[src/rtl/alt_mem_ddrx_itf_master.sv]
// alt_mem_ddrx_itf_master
//   Requester-side master for the controller's native local interface.
//   It turns an Avalon-MM burst master port into registered itf_cmd and
//   itf_wr_data beats, and tags every command with a rolling local ID.
//   It also caps the number of outstanding reads and returns read data
//   to the Avalon side one cycle after the controller presents it.
// Ports:
//   ctl_clk / ctl_reset_n  : single clock, async active-low reset
//   local_init_done        : controller ready, gates new accepts
//   avl_*                  : Avalon-MM burst slave side (avl_ready = waitrequest_n)
//   itf_cmd_*              : command channel (valid/ready, registered)
//   itf_wr_data_*          : write data channel (valid/ready, registered)
//   itf_rd_data_*          : read return channel (always accepted)
module alt_mem_ddrx_itf_master #(
  parameter int CFG_LOCAL_DATA_WIDTH = 64,
  parameter int CFG_LOCAL_ADDR_WIDTH = 33,
  parameter int CFG_LOCAL_SIZE_WIDTH = 3,
  parameter int CFG_LOCAL_ID_WIDTH   = 8,
  parameter int CFG_MAX_PENDING_RD   = 16
) (
  input  logic                              ctl_clk,
  input  logic                              ctl_reset_n,
  input  logic                              local_init_done,
  output logic                              avl_ready,
  input  logic                              avl_read_req,
  input  logic                              avl_write_req,
  input  logic [CFG_LOCAL_ADDR_WIDTH-1:0]   avl_addr,
  input  logic [CFG_LOCAL_SIZE_WIDTH-1:0]   avl_size,
  input  logic [CFG_LOCAL_DATA_WIDTH-1:0]   avl_wdata,
  input  logic [CFG_LOCAL_DATA_WIDTH/8-1:0] avl_be,
  output logic [CFG_LOCAL_DATA_WIDTH-1:0]   avl_rdata,
  output logic                              avl_rdata_valid,
  output logic                              avl_rdata_error,
  input  logic                              itf_cmd_ready,
  output logic                              itf_cmd_valid,
  output logic                              itf_cmd,
  output logic [CFG_LOCAL_ADDR_WIDTH-1:0]   itf_cmd_address,
  output logic [CFG_LOCAL_SIZE_WIDTH-1:0]   itf_cmd_burstlen,
  output logic [CFG_LOCAL_ID_WIDTH-1:0]     itf_cmd_id,
  input  logic                              itf_wr_data_ready,
  output logic                              itf_wr_data_valid,
  output logic [CFG_LOCAL_DATA_WIDTH-1:0]   itf_wr_data,
  output logic [CFG_LOCAL_DATA_WIDTH/8-1:0] itf_wr_data_byte_en,
  output logic                              itf_wr_data_begin,
  output logic                              itf_wr_data_last,
  output logic [CFG_LOCAL_ID_WIDTH-1:0]     itf_wr_data_id,
  output logic                              itf_rd_data_ready,
  input  logic                              itf_rd_data_valid,
  input  logic [CFG_LOCAL_DATA_WIDTH-1:0]   itf_rd_data,
  input  logic                              itf_rd_data_error,
  input  logic                              itf_rd_data_last
);
  localparam int DW = CFG_LOCAL_DATA_WIDTH;
  localparam int AW = CFG_LOCAL_ADDR_WIDTH;
  localparam int SW = CFG_LOCAL_SIZE_WIDTH;
  localparam int IW = CFG_LOCAL_ID_WIDTH;
  localparam int BW = CFG_LOCAL_DATA_WIDTH / 8;
  localparam int PW = $clog2(CFG_MAX_PENDING_RD + 1);
  localparam logic [PW-1:0] MAX_P = PW'(CFG_MAX_PENDING_RD);

  typedef enum logic {IDLE, WDATA} state_t;

  state_t          state_q, state_d;
  logic [IW-1:0]   id_cnt_q, id_cnt_d;
  logic [PW-1:0]   pending_rd_q, pending_rd_d;
  logic [SW-1:0]   beats_left_q, beats_left_d;
  // command slot
  logic            cmd_valid_q, cmd_valid_d, cmd_q, cmd_d;
  logic [AW-1:0]   cmd_addr_q, cmd_addr_d;
  logic [SW-1:0]   cmd_len_q, cmd_len_d;
  logic [IW-1:0]   cmd_id_q, cmd_id_d;
  // write-data slot; wr_id_q doubles as the held burst ID during WDATA
  logic            wr_valid_q, wr_valid_d, wr_begin_q, wr_begin_d, wr_last_q, wr_last_d;
  logic [DW-1:0]   wr_data_q, wr_data_d;
  logic [BW-1:0]   wr_be_q, wr_be_d;
  logic [IW-1:0]   wr_id_q, wr_id_d;
  // read return
  logic [DW-1:0]   rdata_q;
  logic            rvalid_q, rerror_q;
  // 0 in reset, 1 from the first clock after release; also keeps avl_ready low in reset
  logic            run_q;

  logic            cmd_free, wr_free, ready, wr_first, wr_beat, rd_acc, rd_done;
  logic [SW-1:0]   size_eff;

  always_comb begin
    cmd_free = ~cmd_valid_q | itf_cmd_ready;
    wr_free  = ~wr_valid_q | itf_wr_data_ready;
    size_eff = (avl_size == '0) ? SW'(1) : avl_size;
    if (state_q == IDLE)
      ready = run_q & local_init_done & cmd_free & wr_free & (pending_rd_q < MAX_P);
    else
      ready = run_q & local_init_done & wr_free;
    // write wins over an (illegal) simultaneous read
    wr_first = (state_q == IDLE) & ready & avl_write_req;
    rd_acc   = (state_q == IDLE) & ready & avl_read_req & ~avl_write_req;
    wr_beat  = (state_q == WDATA) & ready & avl_write_req;
    rd_done  = itf_rd_data_valid & itf_rd_data_last & (pending_rd_q != '0);

    state_d = state_q;           id_cnt_d = id_cnt_q;
    pending_rd_d = pending_rd_q; beats_left_d = beats_left_q;
    cmd_valid_d = cmd_valid_q & ~itf_cmd_ready;
    cmd_d = cmd_q; cmd_addr_d = cmd_addr_q; cmd_len_d = cmd_len_q; cmd_id_d = cmd_id_q;
    wr_valid_d = wr_valid_q & ~itf_wr_data_ready;
    wr_begin_d = wr_begin_q; wr_last_d = wr_last_q;
    wr_data_d = wr_data_q; wr_be_d = wr_be_q; wr_id_d = wr_id_q;

    if (rd_acc | wr_first) begin
      cmd_valid_d = 1'b1;
      cmd_d       = wr_first;
      cmd_addr_d  = avl_addr;
      cmd_len_d   = size_eff;
      cmd_id_d    = id_cnt_q;
      id_cnt_d    = id_cnt_q + IW'(1);
    end
    if (wr_first) begin
      wr_valid_d   = 1'b1;
      wr_data_d    = avl_wdata;
      wr_be_d      = avl_be;
      wr_begin_d   = 1'b1;
      wr_last_d    = (size_eff == SW'(1));
      wr_id_d      = id_cnt_q;
      beats_left_d = size_eff - SW'(1);
      if (size_eff != SW'(1)) state_d = WDATA;
    end
    if (wr_beat) begin
      wr_valid_d   = 1'b1;
      wr_data_d    = avl_wdata;
      wr_be_d      = avl_be;
      wr_begin_d   = 1'b0;
      wr_last_d    = (beats_left_q == SW'(1));
      beats_left_d = beats_left_q - SW'(1);
      if (beats_left_q == SW'(1)) state_d = IDLE;
    end
    case ({rd_acc, rd_done})
      2'b10:   pending_rd_d = pending_rd_q + PW'(1);
      2'b01:   pending_rd_d = pending_rd_q - PW'(1);
      default: pending_rd_d = pending_rd_q;
    endcase
  end

  always_ff @(posedge ctl_clk or negedge ctl_reset_n) begin
    if (!ctl_reset_n) begin
      state_q <= IDLE; id_cnt_q <= '0; pending_rd_q <= '0; beats_left_q <= '0;
      cmd_valid_q <= 1'b0; cmd_q <= 1'b0; cmd_addr_q <= '0; cmd_len_q <= '0; cmd_id_q <= '0;
      wr_valid_q <= 1'b0; wr_begin_q <= 1'b0; wr_last_q <= 1'b0;
      wr_data_q <= '0; wr_be_q <= '0; wr_id_q <= '0;
      rdata_q <= '0; rvalid_q <= 1'b0; rerror_q <= 1'b0; run_q <= 1'b0;
    end else begin
      state_q <= state_d; id_cnt_q <= id_cnt_d;
      pending_rd_q <= pending_rd_d; beats_left_q <= beats_left_d;
      cmd_valid_q <= cmd_valid_d; cmd_q <= cmd_d; cmd_addr_q <= cmd_addr_d;
      cmd_len_q <= cmd_len_d; cmd_id_q <= cmd_id_d;
      wr_valid_q <= wr_valid_d; wr_begin_q <= wr_begin_d; wr_last_q <= wr_last_d;
      wr_data_q <= wr_data_d; wr_be_q <= wr_be_d; wr_id_q <= wr_id_d;
      rdata_q <= itf_rd_data; rvalid_q <= itf_rd_data_valid; rerror_q <= itf_rd_data_error;
      run_q <= 1'b1;
    end
  end

  assign avl_ready           = ready;
  assign avl_rdata           = rdata_q;
  assign avl_rdata_valid     = rvalid_q;
  assign avl_rdata_error     = rerror_q;
  assign itf_cmd_valid       = cmd_valid_q;
  assign itf_cmd             = cmd_q;
  assign itf_cmd_address     = cmd_addr_q;
  assign itf_cmd_burstlen    = cmd_len_q;
  assign itf_cmd_id          = cmd_id_q;
  assign itf_wr_data_valid   = wr_valid_q;
  assign itf_wr_data         = wr_data_q;
  assign itf_wr_data_byte_en = wr_be_q;
  assign itf_wr_data_begin   = wr_begin_q;
  assign itf_wr_data_last    = wr_last_q;
  assign itf_wr_data_id      = wr_id_q;
  assign itf_rd_data_ready   = run_q;
endmodule

[config.mk]
export PLATFORM = sky130hd
export DESIGN_NAME = alt_mem_ddrx_itf_master
export DESIGN_NICKNAME = d
export VERILOG_FILES = /design/src/rtl/alt_mem_ddrx_itf_master.sv
export SDC_FILE = /design/constraint.sdc
export NUM_CORES = 1
export LEC_CHECK = 0
export CAP_MARGIN = 0
export CORE_AREA = 5 5 144 146
export CTS_BUF_LIST = sky130_fd_sc_hd__clkbuf_4
export DETAILED_ROUTE_END_ITERATION = 16
export DIE_AREA = 0 0 149 151
export GPL_ROUTABILITY_DRIVEN = 0
export GPL_TIMING_DRIVEN = 0
export PLACE_DENSITY = 0.89
export SYNTH_ARGS = -nofsm -noshare
export SYNTH_HDL_FRONTEND = slang
export SYNTH_SLANG_ARGS = --single-unit
[constraint.sdc]
create_clock -name ctl_clk -period 3.6 [get_ports ctl_clk]
set_clock_uncertainty 0.05 [all_clocks]
set_input_delay 0.36 -clock ctl_clk [delete_from_list [all_inputs] [get_ports ctl_clk]]
set_output_delay 0.36 -clock ctl_clk [all_outputs]
set_load 0.05 [all_outputs]
==> flow_metrics.tcl, run 1 <==
set metrics [dict create \
    status "finished clean" \
    post_synth_inst_count 464 \
    post-route-min-period_ns 3.27 \
    initial_core_util 0.400 \
    placement_rows 51 \
    slew_headroom 0.409 \
    grt_pass1_vias 6042 \
    design.die.area_sq_um 22500 \
    ys_seq_elements 213 \
    core-area_sq_um 19300 \
    final.hold.worst_slack_ns 0.107 \
    cts-htree-levels 2 \
    setup_violations 0 \
    final_hold_viols 0 \
    post_drt_via_cell_ratio 4.64 \
    top_library_cells_by_usage_in_the_layout_fill_and_taps_aside "376 x clkdlybuf4s50_1, 213 x dfrtp_1, 96 x mux2_2" \
    global_route_wire_length_before_repair_um 33500 \
    start_kind "register" \
    seq_area_frac_synth 0.691 \
    antenna_violations_before_repair 5 \
    vias 5574 \
    synth-warning-count 0 \
    report.final.slew_viol_count 0 \
    postPlaceCellArea_sq_um 11900 \
    totalWireLength_um 22800 \
    cts_tree "built" \
    post_synth_instance_area_sq_um 7710 \
    finalNetCount 1091 \
    synth-edff-count 0 \
    power_density_nw_per_um2 814 \
    synthesis.nets 656 \
    die_h_um 151 \
    cts_resized 0 \
    synth_flop_cell "dfrtp_1" \
    cts_buffers 54 \
    globalRouteTotalUtil 0.195 \
    clkLatencyLatePin_ns 0.64 \
    dpl.cell_count 1107 \
    dr.first_iter.drc_count 178 \
    fraction_of_the_cycle_the_final_worst_path_needs 0.908 \
    boundaryPins 379 \
    hpwl_after_dpl_um 17500 \
    clkSinkCount 213 \
    layout-drive-gt1-share 0.247 \
    asyncSetResetFlopFracSynth 1.00 \
    netlist-cell-type-count 44 \
    drt_pass1_iterations 4 \
    reg2reg_slack_ns 0.33 \
    cap_violations 0 \
    max_clock_freq_ghz 0.306 \
    final_common_cell "clkdlybuf4s50_1" \
    mean_instance_size_in_the_synthesized_netlist_sq_um 16.6 \
    vdd_ir_drop_max_uv 471 \
    cts-root-to-sink-buffers 3 \
    die_x_um 149 \
    worstSetupPathType "register to register" \
    clk_pin_slew_worst_paths_ns 0.07 \
    worst-endpoint-arrival_ns 3.75 \
    drc 0 \
    gr-total-overflow 0 \
    tightest_slew_ns 0.886 \
    endpoint_kind "register" \
    io_buffer_count 377 \
    routedWlPerCell_um 18.9 \
    area.growth.synth_to_final_pct 62.2 \
    final_area_sq_um 12500 \
    p_leak_uw 0.00552 \
    required_ns 4.08 \
    hold_path_class "primary input to register" \
    crit_fanout 8 \
    clockRootBuffer "clkbuf_4" \
    rsz_0062_raised_after_global_routing "no" \
    drt.antenna.violating_nets 0 \
    grt_start_max_net_pins 119 \
    finalNonFillerCells 1201 \
]
synth_stat cells, types with 2 or more instances:
master / instances / area [sq um]
nor2b_1: 4 / 25.0
buf_2: 8 / 40.0
xor2_1: 8 / 70.1
a21o_1: 2 / 15.0
o21ai_0: 6 / 30.0
dfrtp_1: 213 / 5330
nand3_1: 9 / 45.0
a21oi_1: 7 / 35.0
nand2_1: 10 / 37.5
and3_1: 3 / 18.8
inv_1: 8 / 30.0
ha_1: 9 / 113
xnor2_1: 3 / 26.3
mux2_4: 30 / 450
buf_6: 4 / 45.0
nor4_1: 5 / 31.3
mux2_2: 96 / 1080
or4_1: 2 / 15.0
clkbuf_1: 3 / 11.3
nor3_1: 4 / 20.0
nor3b_1: 2 / 15.0
nor2_1: 4 / 15.0
o21a_1: 2 / 15.0
or2b_2: 2 / 17.5
timing repair:
item	CTS	global route
hold endpoints to repair	117	0
buffers inserted	0	0
hold buffers	1	0
flip-flops by register name (all words and copies together), names as in the netlist, 3 cells and up:
register	cells
avl_rdata	64
beats_left_q	3
id_cnt_q	8
itf_cmd_address	33
itf_cmd_burstlen	3
itf_cmd_id	8
itf_wr_data	64
itf_wr_data_byte_en	8
itf_wr_data_id	8
pending_rd_q	5
layout make-up:
cell class	count	area (sq um)
plain buffers	15	96.3
well taps	265	332
repair buffers	379	3820
clock inverters	12	50.0
flip-flops and latches	213	5330
multi-input cells	227	2250
fillers	1399	6760
inverters	9	33.8
diodes	2	5.00
clock buffers	79	593
routing by layer:
layer	vias up	track usage	wire, um
li1	2523	-	-
met1	2711	0.214	8060
met2	275	0.336	11600
met3	59	0.0865	2390
met4	6	0.0700	645
met5	-	0	38
cell families (layout without fill, tap and decap cells):
| logic type | after synthesis | after routing | synth area share |
|---|---|---|---|
| other cells | 1 | 3 | 0.000486 |
| xor+xnor | 11 | 11 | 0.0125 |
| fa+ha+maj | 10 | 10 | 0.0172 |
| simple gates | 53 | 53 | 0.0415 |
| mux | 127 | 127 | 0.200 |
| compound gates | 25 | 25 | 0.0206 |
| buf+inv | 24 | 494 | 0.0169 |
| flops | 213 | 213 | 0.691 |
critical path, stage by stage, from the launching register on:
cell	delay (ns)
dfrtp_1	0.38
nor2b_1	0.17
nor4_2	0.46
nand3_1	0.18
or2_2	0.32
ha_1	0.29
ha_1	0.36
nor2b_1	0.14
o21a_1	0.16
mux2_2	0.34
o311ai_0	0.31
through the flow:
stage	power [uW]	setup TNS, ns	util	setup WS (ns)
2_1_floorplan	6490	0	-	0.416
5_1_grt	10700	0	0.649	0.0916
3_5_place_dp	8350	-0.0412	0.615	-0.0412
6_report	10200	0	0.649	0.331
3_3_place_gp	8240	-1393.54	0.613	-6.56
4_1_cts	10300	0	0.649	0.318
path summary, 6_finish.rpt:
kind,start,endpoint,cells after the start
hold reg to reg,itf_cmd,itf_cmd,1
setup reg to reg,itf_wr_data_valid,pending_rd_q[4],10
min in group asynchronous,ctl_reset_n,itf_wr_data[32],2
max in group asynchronous,ctl_reset_n,avl_rdata[32],3
hold / removal,itf_rd_data[31],avl_rdata[31],1
setup / recovery,itf_wr_data_valid,pending_rd_q[4],10
power breakdown:
part	switching [uW]	leakage (uW)	internal, uW
clock network	923	0.000386	996
registers	396	0.00256	3070
logic	2990	0.00257	1810
Note: power is estimated with default switching activity, not from simulation.
==> inputs of run 2 (changes only) <==
--- a/config.mk
+++ b/config.mk
@@ -5,14 +5,16 @@
 export SDC_FILE = /design/constraint.sdc
 export NUM_CORES = 1
 export LEC_CHECK = 0
+export ABC_AREA = 1
 export CAP_MARGIN = 0
-export CORE_AREA = 5 5 144 146
+export CORE_AREA = 5 5 148 150
 export CTS_BUF_LIST = sky130_fd_sc_hd__clkbuf_4
+export CTS_CLUSTER_SIZE = 40
 export DETAILED_ROUTE_END_ITERATION = 16
-export DIE_AREA = 0 0 149 151
+export DIE_AREA = 0 0 153 155
 export GPL_ROUTABILITY_DRIVEN = 0
 export GPL_TIMING_DRIVEN = 0
-export PLACE_DENSITY = 0.89
+export PLACE_DENSITY = 0.88
 export SYNTH_ARGS = -nofsm -noshare
 export SYNTH_HDL_FRONTEND = slang
 export SYNTH_SLANG_ARGS = --single-unit
==> constraint.sdc (replaced) <==
create_clock -name ctl_clk -period 4.17 [get_ports ctl_clk]
set_clock_uncertainty 0.05 [all_clocks]
set_input_delay 0.417 -clock ctl_clk [delete_from_list [all_inputs] [get_ports ctl_clk]]
set_output_delay 0.417 -clock ctl_clk [all_outputs]
set_load 0.05 [all_outputs]
==> flow_metrics.tcl, run 2 <==
set metrics [dict create \
    start_kind "register" \
    dominant_combinational_cell_family_by_area_after_synthesis "simple AND/OR/NAND/NOR gates" \
    synth-warning-count 0 \
    synth-adder-area-share 0.0162 \
    io_buffer_count 378 \
    min-delay-start "itf_rd_data[7]" \
    clockRootBuffer "clkbuf_4" \
    critical_path.most_common_cell "buf_2" \
    r2r_end "pending_rd_q[4]" \
    totalWireLength_um 28200 \
    cap_violations 0 \
    die_h_um 155 \
    synth_area_in_xor_xnor 0.00857 \
    final_common_cell "clkdlybuf4s50_1" \
    min_path_cells 1 \
    cellInternalPower_uw 5180 \
    design.die.area_sq_um 23700 \
    final_hold_viols 0 \
    p_leak_uw 0.00622 \
    origin_of_the_critical_flop_to_flop_path "itf_wr_data_valid" \
    p_clk_frac 0.194 \
    core_utilization_of_the_finished_layout 0.638 \
    asyncSetResetFlopFracSynth 1.00 \
    cts-root-to-sink-buffers 3 \
    synth_most_common_cell "nand2_1" \
    vias 7651 \
    layout-drive-gt1-share 0.0981 \
    report.final.slew_viol_count 0 \
    synthesis.nets 996 \
    post-route-min-period_ns 3.14 \
    gr-total-overflow 0 \
    rsz_0062_raised_after_global_routing "no" \
    critical_path.slowest_cell "clkdlybuf4s50_1" \
    required_ns 3.70 \
    critical-path-top-delay-family "buffers and inverters" \
    dr.first_iter.drc_count 391 \
    clkLatencyLatePin_ns 0.65 \
    final.hold.worst_slack_ns 0.139 \
    routedWlPerCell_um 18.1 \
    finalNetCount 1435 \
    cells_taking_the_most_area_after_synthesis "dfrtp_1 65%, nand2_1 14%, nand3_1 5.3%" \
    r2r.worst_path.cells 11 \
    yosysTopAreaCell "dfrtp_1" \
    worst-endpoint-arrival_ns 2.67 \
    start_point_of_the_critical_path "state_q" \
    top_library_cells_by_usage_in_the_layout_fill_and_taps_aside "377 x clkdlybuf4s50_1, 307 x nand2_1, 213 x dfrtp_1" \
    antenna_violations_before_repair 5 \
    setup_violations 0 \
    netlist-cell-type-count 25 \
    seqPwrFrac 0.324 \
    synth-simple-area-share 0.213 \
    core-area_sq_um 20600 \
    crit_buf_inv 5 \
    slowest_delay_ns 0.83 \
    timing.critical_path.cells "buf_2 > inv_2 > buf_2 > buf_2 > a21oi_1 > clkdlybuf4s50_1" \
    p_sw_frac 0.455 \
    p_total_uw 9510 \
    yosys-mux-area-fraction 0 \
    die_x_um 153 \
    hpwl_after_dpl_um 21000 \
    ys_seq_elements 213 \
    placement_rows 53 \
    boundaryPins 379 \
    max_clock_freq_ghz 0.318 \
    mean_instance_size_in_the_synthesized_netlist_sq_um 10.2 \
    synth_flop_cell "dfrtp_1" \
    whs_endpoint "avl_rdata[7]" \
    ys_top_cells_by_count "307 x nand2_1, 213 x dfrtp_1, 86 x nand3_1" \
    status "finished clean" \
    fraction_of_the_cycle_the_final_worst_path_needs 0.753 \
    synth-edff-count 0 \
    global_route_wire_length_before_repair_um 43800 \
    vdd_ir_drop_max_uv 455 \
    worstSetupPathType "register to output pin" \
    area.growth.synth_to_final_pct 60.3 \
    slew_headroom 0.595 \
    cts-htree-levels 2 \
    post_synth_inst_count 804 \
    drc 0 \
    seq_area_frac_synth 0.652 \
    tightest_slew_ns 0.606 \
    cts_setup_buffers 0 \
    globalRouteTotalUtil 0.232 \
    yosysTopAreaCellShare 0.652 \
    post_drt_via_cell_ratio 4.89 \
    drt_pass1_iterations 5 \
    grt_pass1_vias 8078 \
    power_density_nw_per_um2 725 \
    clk_pin_slew_worst_paths_ns 0.08 \
    endpoint_kind "output pin" \
    fin_tns_setup_ns 0 \
    layout.filler_cells 1580 \
    drt.antenna.violating_nets 0 \
    cts_buffers 56 \
    initial_core_util 0.398 \
    power.switching_uw 4320 \
    crit_fanout 10 \
    combPwrFrac 0.482 \
    cts_tree "built" \
    cts_resized 0 \
    synth_compound_gate_area_share 0.0623 \
    post_synth_instance_area_sq_um 8180 \
    grt_start_max_net_pins 93 \
    clkSinkCount 213 \
    reg2reg_slack_ns 1.68 \
    hold_path_class "primary input to register" \
]
==> run 2: cell families after synthesis <==
family          after synthesis
compound gates               65
xor+xnor                      8
fa+ha+maj                    10
buf+inv                      88
flops                       213
other cells                   1
simple gates                419
==> run 2: what timing repair did <==
action | in CTS | in global routing
hold endpoints to repair | 51 | 0
hold buffers | 1 | 0
setup endpoints to repair | 0 | 0
==> run 2: cell type report <==
type                    instances  area (sq um)  share of cell area
inverters                      31           116             0.00887
plain buffers                  57           278              0.0212
diodes                          4          10.0            0.000763
repair buffers                381          3850               0.294
multi-input cells             503          2450               0.187
flip-flops and latches        213          5330               0.407
well taps                     275           344              0.0262
clock inverters                14          78.8             0.00601
clock buffers                  86           646              0.0492
==> run 2: through the flow <==
step	std cells	cell area, sq um	setup slack [ns]
6_report	1564	13100	1.03
5_1_grt	1564	13100	0.881
4_1_cts	1560	13100	0.947
3_5_place_dp	1459	12400	1.22
3_3_place_gp	1457	12300	-6.21
2_1_floorplan	804	8180	1.85
==> run 2: how the worst max path moves through the flow <==
stage                     depth (start not counted)  slack (ns)               to
after CTS                                         6        0.95        avl_ready
after global routing                              6        0.88        avl_ready
after global placement                            1       -6.21    avl_rdata[20]
final                                             6        1.03        avl_ready
after detailed placement                         13        1.22  pending_rd_q[4]
after floorplan                                  12        1.85  pending_rd_q[4]
==> run 2: power groups by stage <==
stage | logic (uW) | clock network (uW) | registers, uW
4_1_cts | 4610 | 1900 | 3070
2_1_floorplan | 805 | 0 | 5090
6_report | 4590 | 1840 | 3080
3_5_place_dp | 4590 | 0 | 3090
3_3_place_gp | 4500 | 0 | 3060
5_1_grt | 4810 | 2020 | 3150
==> run 2: metal layers <==
metal  GRT usage  vias to the layer above  share of wire
met1       0.259                     3658           0.37
met3      0.0896                       63          0.093
met4      0.0967                        2          0.034
li1            -                     3560              -
met2       0.400                      368           0.51
met5           0                        -        0.00025
==> run 2: worst register-to-register path, stage by stage, from the launching register on <==
cell	delay, ns
dfrtp_1	0.41
nand2_1	0.14
nand2_2	0.14
nor2_8	0.18
nand3_1	0.24
ha_1	0.35
ha_1	0.36
a21oi_1	0.19
nand2_1	0.09
xnor2_1	0.13
nand2_1	0.06
nand2_1	0.05
